<file path="config.mk">
export PLATFORM = sky130hd
export DESIGN_NAME = sd1306_rx
export DESIGN_NICKNAME = d
export VERILOG_FILES = /design/src/rtl/sd1306_rx.sv
export SDC_FILE = /design/constraint.sdc
export NUM_CORES = 1
export LEC_CHECK = 0
export CAP_MARGIN = 20
export CORE_MARGIN = 3
export CORE_UTILIZATION = 40
export DETAILED_ROUTE_END_ITERATION = 10
export MAX_ROUTING_LAYER = met4
export PLACE_DENSITY = 0.62
export RECOVER_POWER = 50
export SYNTH_ARGS = -nofsm -noshare
export SYNTH_HDL_FRONTEND = slang
export SYNTH_SLANG_ARGS = --single-unit
</file>
<file path="constraint.sdc">
create_clock -name clk -period 2.3 [get_ports clk]
set_input_delay 0.23 -clock clk [delete_from_list [all_inputs] [get_ports clk]]
set_output_delay 0.23 -clock clk [all_outputs]
set_load 0.02 [all_outputs]
</file>
<file path="src/rtl/sd1306_rx.sv">
// Receive-side SSD1306 4-wire SPI display model: samples the driver pins, assembles
// bytes, decodes the command stream into display state and emits GDDRAM writes.
module sd1306_rx #(
  parameter int COLS  = 128,
  parameter int PAGES = 8
) (
  input  logic                                      clk,
  input  logic                                      reset,
  input  logic                                      spi_sclk,
  input  logic                                      spi_sdin,
  input  logic                                      spi_cs,
  input  logic                                      spi_dc,
  input  logic                                      spi_res,
  output logic                                      fb_we,
  output logic [$clog2(COLS)+$clog2(PAGES)-1:0]     fb_addr,
  output logic [7:0]                                fb_wdata,
  output logic                                      display_on,
  output logic [7:0]                                contrast,
  output logic                                      invert,
  output logic [1:0]                                addr_mode,
  output logic                                      charge_pump,
  output logic                                      frame_done
);
  localparam int CW = $clog2(COLS);
  localparam int PW = $clog2(PAGES);

  typedef enum logic [1:0] {
    CMD_IDLE = 2'd0,
    CMD_ARG1 = 2'd1,
    CMD_ARG2 = 2'd2
  } state_e;

  logic [1:0] sclk_sync_q, sdin_sync_q, cs_sync_q, dc_sync_q, res_sync_q;
  logic       sclk_dly_q;
  logic       sclk_s, sdin_s, cs_s, dc_s, rst_s, sclk_rise_s;

  // Synchronisers preset to the idle pin levels so release from reset makes no false edge
  always_ff @(posedge clk) begin
    if (reset) begin
      sclk_sync_q <= 2'b11;
      sdin_sync_q <= 2'b00;
      cs_sync_q   <= 2'b11;
      dc_sync_q   <= 2'b00;
      res_sync_q  <= 2'b11;
      sclk_dly_q  <= 1'b1;
    end else begin
      sclk_sync_q <= {sclk_sync_q[0], spi_sclk};
      sdin_sync_q <= {sdin_sync_q[0], spi_sdin};
      cs_sync_q   <= {cs_sync_q[0], spi_cs};
      dc_sync_q   <= {dc_sync_q[0], spi_dc};
      res_sync_q  <= {res_sync_q[0], spi_res};
      sclk_dly_q  <= sclk_sync_q[1];
    end
  end

  assign sclk_s      = sclk_sync_q[1];
  assign sdin_s      = sdin_sync_q[1];
  assign cs_s        = cs_sync_q[1];
  assign dc_s        = dc_sync_q[1];
  assign rst_s       = reset | ~res_sync_q[1];
  assign sclk_rise_s = sclk_s & ~sclk_dly_q;

  logic [2:0] bit_cnt_q;
  logic [6:0] shift_q;
  logic [7:0] rx_byte_q;
  logic       rx_dc_q;
  logic       byte_valid_q;

  // Byte assembly; a deselect drops any partial byte
  always_ff @(posedge clk) begin
    if (rst_s) begin
      bit_cnt_q    <= 3'd0;
      shift_q      <= 7'd0;
      rx_byte_q    <= 8'h00;
      rx_dc_q      <= 1'b0;
      byte_valid_q <= 1'b0;
    end else begin
      byte_valid_q <= 1'b0;
      if (cs_s) begin
        bit_cnt_q <= 3'd0;
      end else if (sclk_rise_s) begin
        shift_q   <= {shift_q[5:0], sdin_s};
        bit_cnt_q <= bit_cnt_q + 3'd1;
        if (bit_cnt_q == 3'd7) begin
          rx_byte_q    <= {shift_q, sdin_s};
          rx_dc_q      <= dc_s;
          byte_valid_q <= 1'b1;
        end
      end
    end
  end

  state_e          state_q;
  logic [7:0]      opcode_q;
  logic [CW-1:0]   arg1_q;
  logic [CW-1:0]   col_q, col_start_q, col_end_q, col_d, col_inc_s;
  logic [PW-1:0]   page_q, page_start_q, page_end_q, page_d, page_inc_s;
  logic            col_last_s, page_last_s, wrap_s;
  logic            fb_we_q, frame_done_q, display_on_q, invert_q, charge_pump_q;
  logic [CW+PW-1:0] fb_addr_q;
  logic [7:0]      fb_wdata_q, contrast_q;
  logic [1:0]      addr_mode_q;

  // Next write pointer; ranges are matched by equality only, so start > end is legal
  always_comb begin
    col_last_s  = (col_q == col_end_q);
    page_last_s = (page_q == page_end_q);
    col_inc_s   = col_last_s ? col_start_q : col_q + CW'(1);
    page_inc_s  = page_last_s ? page_start_q : page_q + PW'(1);
    col_d       = col_q;
    page_d      = page_q;
    wrap_s      = 1'b0;
    case (addr_mode_q)
      2'd0: begin
        col_d = col_inc_s;
        if (col_last_s) begin
          page_d = page_inc_s;
          wrap_s = page_last_s;
        end else begin
          page_d = page_q;
          wrap_s = 1'b0;
        end
      end
      2'd1: begin
        page_d = page_inc_s;
        if (page_last_s) begin
          col_d  = col_inc_s;
          wrap_s = col_last_s;
        end else begin
          col_d  = col_q;
          wrap_s = 1'b0;
        end
      end
      default: begin
        col_d  = col_inc_s;
        page_d = page_q;
        wrap_s = 1'b0;
      end
    endcase
  end

  // Command decoder FSM and registered outputs; data bytes abort a pending command
  always_ff @(posedge clk) begin
    if (rst_s) begin
      state_q       <= CMD_IDLE;
      opcode_q      <= 8'h00;
      arg1_q        <= '0;
      col_q         <= '0;
      page_q        <= '0;
      col_start_q   <= '0;
      col_end_q     <= CW'(COLS - 1);
      page_start_q  <= '0;
      page_end_q    <= PW'(PAGES - 1);
      fb_we_q       <= 1'b0;
      fb_addr_q     <= '0;
      fb_wdata_q    <= 8'h00;
      frame_done_q  <= 1'b0;
      display_on_q  <= 1'b0;
      contrast_q    <= 8'h7F;
      invert_q      <= 1'b0;
      addr_mode_q   <= 2'b10;
      charge_pump_q <= 1'b0;
    end else begin
      fb_we_q      <= 1'b0;
      frame_done_q <= 1'b0;
      if (byte_valid_q) begin
        if (rx_dc_q) begin
          state_q      <= CMD_IDLE;
          fb_we_q      <= 1'b1;
          fb_addr_q    <= {page_q, col_q};
          fb_wdata_q   <= rx_byte_q;
          frame_done_q <= wrap_s;
          col_q        <= col_d;
          page_q       <= page_d;
        end else begin
          case (state_q)
            CMD_IDLE: begin
              opcode_q <= rx_byte_q;
              case (rx_byte_q)
                8'hAE: display_on_q <= 1'b0;
                8'hAF: display_on_q <= 1'b1;
                8'hA6: invert_q <= 1'b0;
                8'hA7: invert_q <= 1'b1;
                8'hB0, 8'hB1, 8'hB2, 8'hB3, 8'hB4, 8'hB5, 8'hB6, 8'hB7:
                  page_q <= rx_byte_q[PW-1:0];
                8'h81, 8'h20, 8'h8D, 8'hA8, 8'hD3, 8'hD5, 8'hD9, 8'hDB, 8'h21, 8'h22:
                  state_q <= CMD_ARG1;
                default: state_q <= CMD_IDLE;
              endcase
            end
            CMD_ARG1: begin
              arg1_q  <= rx_byte_q[CW-1:0];
              state_q <= CMD_IDLE;
              case (opcode_q)
                8'h81: contrast_q <= rx_byte_q;
                8'h20: addr_mode_q <= rx_byte_q[1:0];
                8'h8D: charge_pump_q <= rx_byte_q[2];
                8'h21, 8'h22: state_q <= CMD_ARG2;
                default: state_q <= CMD_IDLE;
              endcase
            end
            CMD_ARG2: begin
              state_q <= CMD_IDLE;
              if (opcode_q == 8'h21) begin
                col_start_q <= arg1_q;
                col_end_q   <= rx_byte_q[CW-1:0];
                col_q       <= arg1_q;
              end else begin
                page_start_q <= arg1_q[PW-1:0];
                page_end_q   <= rx_byte_q[PW-1:0];
                page_q       <= arg1_q[PW-1:0];
              end
            end
            default: state_q <= CMD_IDLE;
          endcase
        end
      end
    end
  end

  assign fb_we       = fb_we_q;
  assign fb_addr     = fb_addr_q;
  assign fb_wdata    = fb_wdata_q;
  assign frame_done  = frame_done_q;
  assign display_on  = display_on_q;
  assign contrast    = contrast_q;
  assign invert      = invert_q;
  assign addr_mode   = addr_mode_q;
  assign charge_pump = charge_pump_q;
endmodule

</file>
==> results.py <==
metrics = {
    "route": {
        "drcViolationCount": 0,
        "drt.antenna.violating_nets": 0,
        "dr.pass1.iters": 5,
        "drt_iter0_markers": 289,
        "wl_um": 10600,
        "wl_per_cell_um": 14.9,
        "vias_per_cell": 5.20,
        "vias": 3694,
    },
    "critical_path": {
        "r2r_start": "opcode_q[2]",
        "worstPathRequired_ns": 2.51,
        "start_kind": "register",
        "reg2regPathDepth": 5,
        "crit_fanout": 13,
        "cp.arrival_ns": 2.21,
        "worst-setup-path-type": "register to register",
        "r2r_slack_ns": 0.30,
        "r2r-end": "col_start_q[4]",
        "crit_path_end_kind": "register",
    },
    "clocking": {
        "cts.clk_slew.worst_paths_ns": 0.07,
        "clkLatencyLatePin_ns": 0.35,
        "clk_path_buf_depth": 2,
        "cts_made_buffers": 9,
        "holdBufCountCts": 0,
        "cts_htree_levels": 3,
        "cts_setup_buffers": 0,
        "clock-sinks": 111,
        "cts.repair.resized": 0,
        "cts_tree": "built",
        "root_buffer": "clkbuf_16",
    },
    "pwr": {
        "total_power_mw": 3.54,
        "p_leak_nw": 2.10,
        "powerDensity_nw_per_um2": 638,
        "irDropWorstVdd_uv": 299,
    },
    "floorplan": {
        "die_w_um": 114,
        "start_util_pct": 41.9,
        "fp-row-count": 38,
        "die_h_um": 114,
        "dieArea_um2": 12900,
        "pin_count": 40,
        "coreArea_um2": 11100,
    },
    "sta": {
        "fin_setup_tns_ns": 0,
        "hold_viol": 0,
        "fmax_mhz": 501,
        "worst_slew_pin_slew_ns": 0.864,
        "finClkSkew_ns": 0.00783,
        "grt_setup_unrepaired": "false",
        "post-route-min-period_ns": 2.00,
        "relSlewSlack_pct": 41.9,
        "setup_violations": 0,
        "layout_setup_ws_ns": 0.302,
        "drv_slew": 0,
        "finalCritPeriodShare_pct": 86.9,
    },
    "synthesis": {
        "syn_inst": 523,
        "ys_ff_latch": 111,
        "synth_edf_count": 0,
        "yosysWarnings": 0,
        "synth_area_per_cell_um2": 8.87,
        "syn-num-nets": 534,
        "synth-seq-area-share_pct": 47.9,
        "ys_async_sr_fraction_pct": 0,
        "synth_cell_types": 51,
        "synth_flop_cell": "dfxtp_1",
        "syn_area_um2": 4640,
    },
    "place": {
        "routabilityCongestion": 0.907,
        "dp_slack_ns": 0.317,
        "io_buffers": 39,
        "place_inst": 696,
        "placed_area_um2": 5260,
        "dp_hpwl_um": 7650,
    },
    "finish": {
        "fin_area_um2": 5540,
        "nets": 578,
        "fill_cells": 1096,
        "num_antenna_cells": 0,
        "layout-drive-gt1-share_pct": 9.63,
        "finalNonFillerCells": 711,
        "area_growth_pct": 19.4,
    },
    "status": {
        "outcome": "complete, no violations",
    },
    "global_routing": {
        "grt_overflow_total": 0,
        "grtUsageTotal_pct": 17.6,
        "grt_first_pass_wirelength_um": 17800,
        "grt_pass1_vias": 3540,
        "antenna_found_initial": 0,
        "grt_max_degree": 24,
    },
    "hold_path": {
        "hold_end": "res_sync_q[1]",
        "hold_class": "register to register",
        "min_from": "res_sync_q[0]",
        "whs_path_depth": 1,
    },
    "job": {
        "maxCapViolCount": 0,
    },
}
-- layout by cell type (no fill, tap or decap), types with 9 or more instances in the layout --
master	n
dlygate4sd3_1	32
xnor2_1	17
o21ai_0	9
nand2_1	98
a21oi_1	47
nand3_1	14
mux2i_1	50
nor2_1	47
buf_4	22
clkbuf_16	9
dfxtp_1	111
-- worst max-delay path, cell delays in order, from the launching register on --
cell,delay (ns)
dfxtp_1,0.35
or4b_4,0.57
or3_4,0.50
buf_4,0.22
mux2i_1,0.17
nor2_1,0.05
-- report_power, final --
group / internal (mW) / switching (mW)
logic: 0.0222 / 0.0432
clock network: 0.842 / 0.697
registers: 1.93 / 0.00260
-- how the worst max path moves through the flow --
| stage | from | endpoint | slack (ns) |
|---|---|---|---|
| 3_3_place_gp | rx_dc_q | col_q[5] | 0.34 |
| 3_5_place_dp | opcode_q[2] | col_q[6] | 0.32 |
| 4_1_cts | opcode_q[2] | col_q[6] | 0.31 |
| 6_report | opcode_q[2] | col_start_q[4] | 0.30 |
| 2_1_floorplan | opcode_q[2] | page_q[1] | 0.42 |
| 5_1_grt | rx_dc_q | col_q[2] | 0.11 |
-- routing by layer --
metal  global-route usage, %  wire (µm)
met3                    2.76        571
met1                    23.5       5030
met2                    27.2       4800
met5                       -          0
met4                    6.25        162
-- cells by family after synthesis --
group	synth area share (%)
AND/OR/NAND/NOR	22.6
buffers and inverters	3.53
flip-flops	47.9
multiplexers	11.3
XOR/XNOR	3.59
AO/OA/AOI/OAI	10.0
adder cells (fa/ha/maj)	1.08
-- cell type report --
type | instances | area (µm²) | area share (%)
clock buffer | 10 | 229 | 4.13
clock inverter | 5 | 58.8 | 1.06
inverter | 6 | 22.5 | 0.407
multi-input combinational | 374 | 2260 | 40.7
sequential | 111 | 2220 | 40.1
tap | 140 | 175 | 3.16
timing repair buffer | 65 | 574 | 10.4
-- synth_stat cells (all sizes together), types with 2 or more instances --
cell type | instances | area, µm²
or4b | 2 | 23.8
nor2b | 8 | 50.1
nor2 | 48 | 183
nor4b | 3 | 26.3
o21ai | 12 | 60.1
ha | 4 | 50.1
nand3 | 15 | 80.1
clkbuf | 25 | 93.8
and2 | 3 | 18.8
and3 | 5 | 31.3
nor4bb | 2 | 20.0
a31oi | 4 | 25.0
nand2b | 5 | 31.3
or4 | 2 | 15.0
dfxtp | 111 | 2220
nand4 | 5 | 31.3
buf | 7 | 47.5
xor2 | 2 | 17.5
inv | 6 | 22.5
nor3 | 7 | 35.0
nand2 | 98 | 368
nor4 | 4 | 31.3
mux2 | 2 | 22.5
a211oi | 4 | 30.0
or2 | 7 | 43.8
a32oi | 2 | 17.5
mux2i | 50 | 500
a21oi | 47 | 235
o311ai | 5 | 51.3
xnor2 | 17 | 149
-- registers in the layout (all words and copies together), names as in the netlist, 2 cells and up --
register	cells
rx_byte_q	8
bit_cnt_q	3
sclk_sync_q	2
page_end_q	3
page_q	3
col_end_q	7
addr_mode	2
fb_addr	10
opcode_q	8
state_q	2
col_start_q	7
contrast	8
fb_wdata	8
cs_sync_q	2
col_q	7
sdin_sync_q	2
dc_sync_q	2
page_start_q	3
res_sync_q	2
shift_q	7
arg1_q	7
-- stage by stage --
step / hold slack (ns) / util, %
detailed placement: 0.394 / 47.5
global route: 0.433 / 50.0
finish: 0.409 / 50.0
global placement: 0.392 / 47.5
CTS: 0.411 / 50.1
floorplan: 0.302 / -
Note: power is estimated with default switching activity, not from simulation.
